--- src/rtl/mem_access_pkg.sv ---
// Shared encodings for the MEM-stage data-memory access unit: FSM states,
// size/direction constants and the big-endian lane-to-byte-enable mapping.
package mem_access_pkg;

  typedef enum logic [1:0] {
    ST_IDLE = 2'd0,
    ST_REQ  = 2'd1,
    ST_DONE = 2'd2
  } state_t;

  localparam logic SIZE_BYTE = 1'b0;
  localparam logic SIZE_WORD = 1'b1;
  localparam logic RW_READ   = 1'b0;
  localparam logic RW_WRITE  = 1'b1;

  // Lane 0 is the most significant byte (big-endian), so it maps to ByteEn bit 3.
  function automatic logic [3:0] lane_byte_en(input logic [1:0] lane);
    return 4'b1000 >> lane;
  endfunction

endpackage

--- src/rtl/mem_stage_access_unit_if.sv ---
// Request/acknowledge bus between the access unit (master) and the
// variable-latency data memory (slave).
interface mem_stage_access_unit_if #(
  parameter int ADDR_W = 32
);
  logic              Mem_Req;
  logic              Mem_We;
  logic [ADDR_W-1:0] Mem_Addr;
  logic [3:0]        Mem_ByteEn;
  logic [31:0]       Mem_WData;
  logic              Mem_Ack;
  logic [31:0]       Mem_RData;

  modport master (
    output Mem_Req, Mem_We, Mem_Addr, Mem_ByteEn, Mem_WData,
    input  Mem_Ack, Mem_RData
  );

  modport slave (
    input  Mem_Req, Mem_We, Mem_Addr, Mem_ByteEn, Mem_WData,
    output Mem_Ack, Mem_RData
  );
endinterface

--- src/rtl/mem_byte_lane.sv ---
// Combinational lane steering: store-byte replication and byte enables on the
// way out, big-endian lane extraction with zero-extension on the way back.
module mem_byte_lane
  import mem_access_pkg::*;
(
  input  logic        st_size,
  input  logic [1:0]  st_lane,
  input  logic [31:0] st_data,
  output logic [3:0]  st_byte_en,
  output logic [31:0] st_wdata,
  input  logic        ld_size,
  input  logic [1:0]  ld_lane,
  input  logic [31:0] ld_rdata,
  output logic [31:0] ld_data
);

  logic [7:0] ld_byte;

  assign st_byte_en = (st_size == SIZE_BYTE) ? lane_byte_en(st_lane) : 4'b1111;
  assign st_wdata   = (st_size == SIZE_BYTE) ? {4{st_data[7:0]}} : st_data;

  // NOTE: ld_byte gets a default before the case so no path leaves it unassigned (no latch).
  always_comb begin
    ld_byte = 8'h00;
    case (ld_lane)
      2'd0: ld_byte = ld_rdata[31:24];
      2'd1: ld_byte = ld_rdata[23:16];
      2'd2: ld_byte = ld_rdata[15:8];
      2'd3: ld_byte = ld_rdata[7:0];
      default: ld_byte = 8'h00;
    endcase
  end

  assign ld_data = (ld_size == SIZE_BYTE) ? {24'h0, ld_byte} : ld_rdata;

endmodule

--- src/rtl/mem_stage_access_unit.sv ---
// MEM-stage access unit: accepts one op from EX/MEM, runs a single req/ack
// transaction with timeout, and returns load data while stalling upstream.
module mem_stage_access_unit
  import mem_access_pkg::*;
#(
  parameter int TIMEOUT = 16,
  parameter int ADDR_W  = 32
) (
  input  logic                    CLK,
  input  logic                    CLR,
  input  logic                    Enable_In,
  input  logic                    rw_In,
  input  logic                    Size_In,
  input  logic                    Load_In,
  input  logic [ADDR_W-1:0]       Addr_In,
  input  logic [31:0]             Data_In,
  mem_stage_access_unit_if.master mem,
  output logic [31:0]             Load_Data_Out,
  output logic                    Load_Valid_Out,
  output logic                    Stall_Out,
  output logic                    Fault_Out
);

  localparam int                CNT_W = (TIMEOUT > 2) ? $clog2(TIMEOUT) : 1;
  localparam logic [CNT_W-1:0]  LAST  = CNT_W'(TIMEOUT - 1);

  state_t            state, state_n;
  logic [CNT_W-1:0]  cnt;
  logic              op_rw, op_load, op_size;
  logic [1:0]        op_lane;
  logic              req_we;
  logic [ADDR_W-1:0] req_addr;
  logic [3:0]        req_be;
  logic [31:0]       req_wdata;
  logic              misaligned, accept, timed_out;
  logic [3:0]        st_byte_en;
  logic [31:0]       st_wdata, ld_data;

  assign misaligned = (Size_In == SIZE_WORD) && (Addr_In[1:0] != 2'b00);
  assign accept     = Enable_In && !misaligned;
  assign timed_out  = (cnt == LAST) && !mem.Mem_Ack;

  mem_byte_lane u_lane (
    .st_size    (Size_In),
    .st_lane    (Addr_In[1:0]),
    .st_data    (Data_In),
    .st_byte_en (st_byte_en),
    .st_wdata   (st_wdata),
    .ld_size    (op_size),
    .ld_lane    (op_lane),
    .ld_rdata   (mem.Mem_RData),
    .ld_data    (ld_data)
  );

  always_comb begin
    state_n = state;
    case (state)
      ST_IDLE: if (accept) state_n = ST_REQ;
      ST_REQ:  if (mem.Mem_Ack || timed_out) state_n = ST_DONE;
      ST_DONE: state_n = ST_IDLE;
      default: state_n = ST_IDLE;
    endcase
  end

  // Stall drops in DONE so the upstream stage advances on DONE's closing edge.
  assign Stall_Out      = ((state == ST_IDLE) && accept) || (state == ST_REQ);
  assign mem.Mem_Req    = (state == ST_REQ);
  assign mem.Mem_We     = req_we;
  assign mem.Mem_Addr   = req_addr;
  assign mem.Mem_ByteEn = req_be;
  assign mem.Mem_WData  = req_wdata;

  // NOTE: all state uses non-blocking assignments so every register samples pre-edge values.
  always_ff @(posedge CLK) begin
    if (!CLR) begin
      state          <= ST_IDLE;
      cnt            <= '0;
      op_rw          <= 1'b0;
      op_load        <= 1'b0;
      op_size        <= 1'b0;
      op_lane        <= 2'b00;
      req_we         <= 1'b0;
      req_addr       <= '0;
      req_be         <= 4'b0000;
      req_wdata      <= 32'h0;
      Load_Data_Out  <= 32'h0;
      Load_Valid_Out <= 1'b0;
      Fault_Out      <= 1'b0;
    end else begin
      state          <= state_n;
      Load_Valid_Out <= 1'b0;
      Fault_Out      <= 1'b0;
      case (state)
        ST_IDLE: begin
          if (accept) begin
            cnt       <= '0;
            op_rw     <= rw_In;
            op_load   <= Load_In;
            op_size   <= Size_In;
            op_lane   <= Addr_In[1:0];
            req_we    <= (rw_In == RW_WRITE);
            req_addr  <= {Addr_In[ADDR_W-1:2], 2'b00};
            req_be    <= st_byte_en;
            req_wdata <= st_wdata;
          end else if (Enable_In) begin
            Fault_Out <= 1'b1;
          end
        end
        ST_REQ: begin
          if (mem.Mem_Ack) begin
            Load_Data_Out  <= ld_data;
            Load_Valid_Out <= (op_rw == RW_READ) && op_load;
          end else if (timed_out) begin
            Fault_Out <= 1'b1;
          end else begin
            cnt <= cnt + 1'b1;
          end
        end
        default: ;
      endcase
    end
  end

endmodule

--- src/flat_wrapper.sv ---
// flat-port wrapper written by rule: the top's interface ports become plain ports
module mem_stage_access_unit_flat import mem_access_pkg::*;
#(
  parameter int TIMEOUT = 16,
  parameter int ADDR_W  = 32
)
  (CLK, CLR, Enable_In, rw_In, Size_In, Load_In, Addr_In, Data_In, Load_Data_Out, Load_Valid_Out, Stall_Out, Fault_Out, mem_Mem_Req, mem_Mem_We, mem_Mem_Addr, mem_Mem_ByteEn, mem_Mem_WData, mem_Mem_Ack, mem_Mem_RData);
  mem_stage_access_unit_if #(.ADDR_W(ADDR_W)) mem_i ();
  input  logic CLK;
  input  logic CLR;
  input  logic Enable_In;
  input  logic rw_In;
  input  logic Size_In;
  input  logic Load_In;
  input  logic [ADDR_W-1:0] Addr_In;
  input  logic [31:0] Data_In;
  output logic [31:0] Load_Data_Out;
  output logic Load_Valid_Out;
  output logic Stall_Out;
  output logic Fault_Out;
  output wire logic [$bits(mem_i.Mem_Req)-1:0] mem_Mem_Req;
  output wire logic [$bits(mem_i.Mem_We)-1:0] mem_Mem_We;
  output wire logic [$bits(mem_i.Mem_Addr)-1:0] mem_Mem_Addr;
  output wire logic [$bits(mem_i.Mem_ByteEn)-1:0] mem_Mem_ByteEn;
  output wire logic [$bits(mem_i.Mem_WData)-1:0] mem_Mem_WData;
  input wire logic [$bits(mem_i.Mem_Ack)-1:0] mem_Mem_Ack;
  input wire logic [$bits(mem_i.Mem_RData)-1:0] mem_Mem_RData;
  assign mem_Mem_Req = mem_i.Mem_Req;
  assign mem_Mem_We = mem_i.Mem_We;
  assign mem_Mem_Addr = mem_i.Mem_Addr;
  assign mem_Mem_ByteEn = mem_i.Mem_ByteEn;
  assign mem_Mem_WData = mem_i.Mem_WData;
  assign mem_i.Mem_Ack = mem_Mem_Ack;
  assign mem_i.Mem_RData = mem_Mem_RData;
  mem_stage_access_unit #(.TIMEOUT(TIMEOUT), .ADDR_W(ADDR_W)) u_core (.CLK(CLK), .CLR(CLR), .Enable_In(Enable_In), .rw_In(rw_In), .Size_In(Size_In), .Load_In(Load_In), .Addr_In(Addr_In), .Data_In(Data_In), .mem(mem_i), .Load_Data_Out(Load_Data_Out), .Load_Valid_Out(Load_Valid_Out), .Stall_Out(Stall_Out), .Fault_Out(Fault_Out));
endmodule
--- config.mk ---
export PLATFORM = sky130hd
export DESIGN_NAME = mem_stage_access_unit_flat
export DESIGN_NICKNAME = d
export VERILOG_FILES = /design/src/rtl/mem_access_pkg.sv /design/src/rtl/mem_stage_access_unit_if.sv /design/src/rtl/mem_byte_lane.sv /design/src/rtl/mem_stage_access_unit.sv /design/src/flat_wrapper.sv
export SDC_FILE = /design/constraint.sdc
export NUM_CORES = 1
export LEC_CHECK = 0
export ABC_AREA = 1
export CAP_MARGIN = 20
export CORE_ASPECT_RATIO = 1.5
export CORE_MARGIN = 2
export CORE_UTILIZATION = 42
export CTS_CLUSTER_DIAMETER = 120
export DETAILED_ROUTE_END_ITERATION = 8
export HOLD_SLACK_MARGIN = 0.05
export PLACE_DENSITY = 0.81
export SYNTH_ARGS = -nofsm -noshare
export SYNTH_HDL_FRONTEND = slang
export SYNTH_SLANG_ARGS = --single-unit
--- constraint.sdc ---
create_clock -name CLK -period 1.4 [get_ports CLK]
set_clock_uncertainty 0.05 [all_clocks]
set_input_delay 0.21 -clock CLK [delete_from_list [all_inputs] [get_ports CLK]]
set_output_delay 0.21 -clock CLK [all_outputs]
set_load 0.005 [all_outputs]
== Yosys cells after proc, flatten, opt, wreduce, memory -nomap -nowiden ==
Index checks and enable logic that the tools add are counted.
Storage, ports and cells
  input port bits: 103
  bits in latches: 0
  memory bits (writable): 0
  memories kept: 0
  register bits: 111
  logic and storage cells: 58
  bits in read-only memories: 0
  output and inout bits: 105
Cells by class
  muxes and demuxes: 16
  multipliers: 0
  $lt $le $gt $ge: 0
  reductions and logical operators: 18
  bitwise logic cells: 1
  div/mod/pow operators: 0
  shifts and indexed selects: 1
  add/sub/neg operators: 1
  equal/unequal tests: 9
Operator list (number)
  $mux W32: 2
  $pmux W8 S4: 1
  $mux W4: 4
  $pmux W4 S2: 1
  $reduce_and A2 Y1: 3
  $logic_and A1 B1 Y1: 5
  $add A4 B1 Y4 const B: 1
  $eq A2 B1 Y1 const B: 2
  $eq A2 B2 Y1 const B: 2
  $eq A4 B4 Y1 const B: 1
  $logic_not A2 Y1: 2
  $mux W1: 4
  $mux W2: 2
  $ne A2 B1 Y1 const B: 2
  $ne A2 B2 Y1 const B: 2
  $pmux W2 S2: 1
  $reduce_and A4 Y1: 1
  $reduce_bool A2 Y1: 2
  $shr A4 B2 Y4 const A: 1
  $reduce_and A3 Y1: 1
  $logic_not A1 Y1: 2
  $logic_or A1 B1 Y1: 2
  $pmux W1 S2: 1
  $not A1 Y1: 1

== Depth between registers and ports, before layout ==
Gate-level depths: netlist of run 1.
  depth after elaboration: 6
  depth in mapped cells: 10
  depth with buffers taken out: 10

== Hierarchy ==
A second synthesis of run 1 with hierarchy kept.
Unflattened totals
  cells, all modules: 718
  area, all modules: 4880.9 µm²
Modules (own cells, without submodules)
  mem_stage_access_unit: instances 1, sequential area each 2222.1 µm², cells an instance 511, area an instance 3978.8 µm²
  mem_byte_lane: instances 1, sequential area each 0.0 µm², cells an instance 207, area an instance 902.1 µm²

== Worst setup path after synthesis of run 1 ==
OpenSTA, ideal clock, no wires.
  kind: reg2out
  start: reg u_core.state[1]
  end: out Stall_Out
  arrival time: 0.970 ns
  slack: 0.170 ns
  path buffers: 2
  required time: 1.140 ns
  cell stages (with the launch flop): 8
  cell sequence: dfxtp_1 > inv_2 > nand3_1 > inv_2 > nand2_1 > buf_6 > buf_4 > nand2_1
Between the ends
  cells in the longest elaborated chain, start to end: 3
  elaborated cells between the ends (all ways): 4
  classes of those cells: 1 x eq/ne; 3 x reduce/logical
Ends and longest elaborated chain
  from (decl): line mem_stage_access_unit.sv:27  | state_t state, state_n;
  from (signal assigned): line mem_stage_access_unit.sv:90  | state <= state_n;
  $logic_not A2 Y1: line mem_stage_access_unit.sv:66  | assign Stall_Out = ((state == ST_IDLE) && accept) || (state == ST_REQ);
  $logic_and A1 B1 Y1: line mem_stage_access_unit.sv:66
  $logic_or A1 B1 Y1 (*): line mem_stage_access_unit.sv:66
  to (decl): line flat_wrapper.sv:19  | output logic Stall_Out;
Mark *: on every way between the ends. The rest lies on a longest branch, timed or not.

== Worst setup path in the final report of run 1 ==
  start: in Enable_In
  end: reg u_core.req_wdata[12], in the netlist u_core.mem.Mem_WData[12]
Between the ends
  cells in the longest elaborated chain, start to end: 2
Ends and longest elaborated chain
  from (decl): line flat_wrapper.sv:11  | input logic Enable_In;
  $logic_and A1 B1 Y1: line mem_stage_access_unit.sv:40  | assign accept = Enable_In && !misaligned;
  $reduce_and A2 Y1 (no line)
  to (signal assigned): line mem_stage_access_unit.sv:104  | req_wdata <= st_wdata;
  to (decl): line mem_stage_access_unit.sv:34  | logic [31:0] req_wdata;
No other way between the ends.
A chain may end at the register's enable or synchronous reset.

==> results of run 1 <==
worst paths after layout:
kind	start	end	cells after the start
worst max-delay path	Enable_In	u_core.mem.Mem_WData[12]	9
worst min-delay path	Addr_In[1]	u_core.op_lane[1]	4
worst max register to register	u_core.state[0]	u_core.mem.Mem_WData[12]	9
worst min register to register	u_core.op_rw	u_core.Load_Valid_Out	1
stage by stage:
stage / std cells / setup slack, ns
6_report: 1027 / 0.0106
5_1_grt: 1027 / -0.0499
4_1_cts: 1020 / -0.0908
3_5_place_dp: 1000 / -0.443
3_3_place_gp: 1000 / -0.377
2_1_floorplan: 657 / 0.170
power by group:
group	switching (mW)	total, mW	internal, mW	leakage, nW
Clock	1.20	2.70	1.50	0.153
Sequential	0.0914	3.42	3.33	0.915
Combinational	0.721	1.50	0.776	2.43
sequential cells by signal (all words and copies together), names as in the netlist:
signal,count
u_core.Fault_Out,1
u_core.Load_Data_Out,32
u_core.Load_Valid_Out,1
u_core.cnt,4
u_core.mem.Mem_Addr,30
u_core.mem.Mem_ByteEn,4
u_core.mem.Mem_WData,32
u_core.op_lane,2
u_core.op_load,1
u_core.op_rw,1
u_core.op_size,1
u_core.state,2
worst max-delay path, stage by stage:
cell             delay [ns]
clkdlybuf4s50_1        0.51
nand3_4                0.10
buf_6                  0.12
nor2_4                 0.11
buf_12                 0.14
buf_12                 0.12
clkbuf_16              0.14
nand2_2                0.05
a21oi_2                0.11
cell usage in the layout (no fill, tap or decap), types with 5 or more instances in the layout:
cell,instances
nand2_1,180
nor2_1,101
dlygate4sd2_1,101
clkdlybuf4s50_1,99
dfxtp_1,91
a21oi_1,59
o21ai_0,33
buf_4,26
nand4_1,24
nand3_1,22
dfxtp_2,20
nand2_2,15
inv_1,15
a21oi_2,14
clkbuf_16,12
buf_6,9
buf_12,8
inv_2,7
o21ai_2,5
nor2_4,5
area by class of cell:
type	instances	area [µm²]
tap	147	184
sequential	111	2250
inverter	25	98.8
fill	881	3270
multi-input combinational	475	2240
timing repair buffer	253	2510
clock buffer	11	253
clock inverter	5	63.8
cell families (layout without fill, tap and decap cells):
group,Yosys count,count (layout),synth area share [%]
AOI/OAI and AO/OA,118,118,12.9
adders and majority gates,1,1,0.270
buffers and inverters,71,294,7.60
DFF,111,111,47.9
other,1,2,0.0808
and+or+nand+nor,354,354,31.3
routing by layer:
layer,up-vias,wire (µm)
met2,253,8400
met1,2438,5800
met5,-,0
met3,56,1320
met4,0,742
li1,2554,-
timing repair:
item,4_1_cts,5_1_grt
buffers inserted,2,3
gates resized for setup,129,71
pin swaps,1,23
setup endpoints to repair,127,93
gates cloned,2,4
==> metrics.cfg, run 1 <==
[power_and_ir_drop]
power.leakage_nw = 3.50
p_per_area_nw_per_um2 = 1000
ir_drop_v = 0.000687
power_mw = 7.62

[cts]
htreeDepth = 3
clk_pin_slew_ns = 0.07
numCtsBuffers = 9
clk_path_buf_depth = 2
root_buffer = clkbuf_16
clk_latency_ns = 0.34
ctsHoldBuffers = 0
cts_tree = built
clock_sinks = 111

[critical_path]
r2r_setup_slack_ns = 0.02
critPathLaunchType = input port
cp.arrival_ns = 1.62
end_kind = flip-flop
cp_max_fo = 6
critPathKind = input port to flip-flop
crit_required_ns = 1.63

[logic_synthesis]
ys_seq_area_share_pct = 47.9
syn_area_um2 = 4640
yosys.area.top_type = dfxtp_1
ys_top_cells_by_count = nand2_1 (196), dfxtp_1 (111), nor2_1 (103), a21oi_1 (73), o21ai_0 (41)
yosysWarnings = 0
ys_types = 28
synth_edf_count = 0
yosysMostFrequentCell = nand2_1
synthArstFlopShare_pct = 0
synth-seq-cells = 111
synth_ff_type = dfxtp_1
synthCells = 656
avgSynthCellArea_um2 = 7.07
netlist_top_cells_area = dfxtp_1 (48%), nand2_1 (16%), nor2_1 (8.3%)
yosysTopAreaCellShare_pct = 47.9

[die]
core_um2 = 10900
die_h_um = 133
die_w_um = 89.8
start_util_pct = 42.6
io_pins = 208
rows = 47
die_area_um2 = 11900

[outcome]
status = complete, no violations

[drt]
routed_wl_um = 16300
viasPerCell = 5.16
dr.pass1.iters = 5
wl_per_cell_um = 15.8
detail-route-antenna-nets = 0
drt_iter0_drc = 242
dr_total_vias = 5301
drc_errors = 0

[cells_and_area]
fin_util_pct = 69.9
diodes = 0
drive_gt1_share_pct = 15.8
syn2layout_area_growth_pct = 63.9
nets = 979
fin_area_um2 = 7610

[global_routing]
overflow = 0
antenna_found_initial = 0
grt_pass1_wl_um = 24600
grt.total_usage_pct = 25.4
use_met1_pct = 26.6
grt_most_used_layer = met2
grt_pass1_vias = 5207
met3_usage_pct = 7.80
grt_start_max_net_pins = 33
grt_util_met2_pct = 45.0

[sta]
post-route-period-util_pct = 99.2
finalSetupTns_ns = 0
holdWs_ns = 0.312
rsz0062_at_grt = yes
maxSlewViolCount = 0
clock.fmax_ghz = 0.720
final.min_clock_period_ns = 1.39
hold_violations = 0
setup_violations = 0

[placement]
placed_area_um2 = 6970
port_buffers = 205
routabilityCongestion = 0.856
hpwl_um = 11200

[min_path]
holdCritPathClass = input port to flip-flop

[job]
maxCapViolCount = 0

Power figures use the tool's default switching activity.
==> inputs of run 2 (changes only) <==
- CTS_CLUSTER_SIZE: not set -> 14
==> results of run 2 <==
Same layout as run 1: the final DEF is identical, and so are final timing and power.
==> inputs of run 3 (changes only) <==
- GPL_ROUTABILITY_DRIVEN: not set -> 0
==> results of run 3 <==
Same layout as run 1: the final DEF is identical, and so are final timing and power.
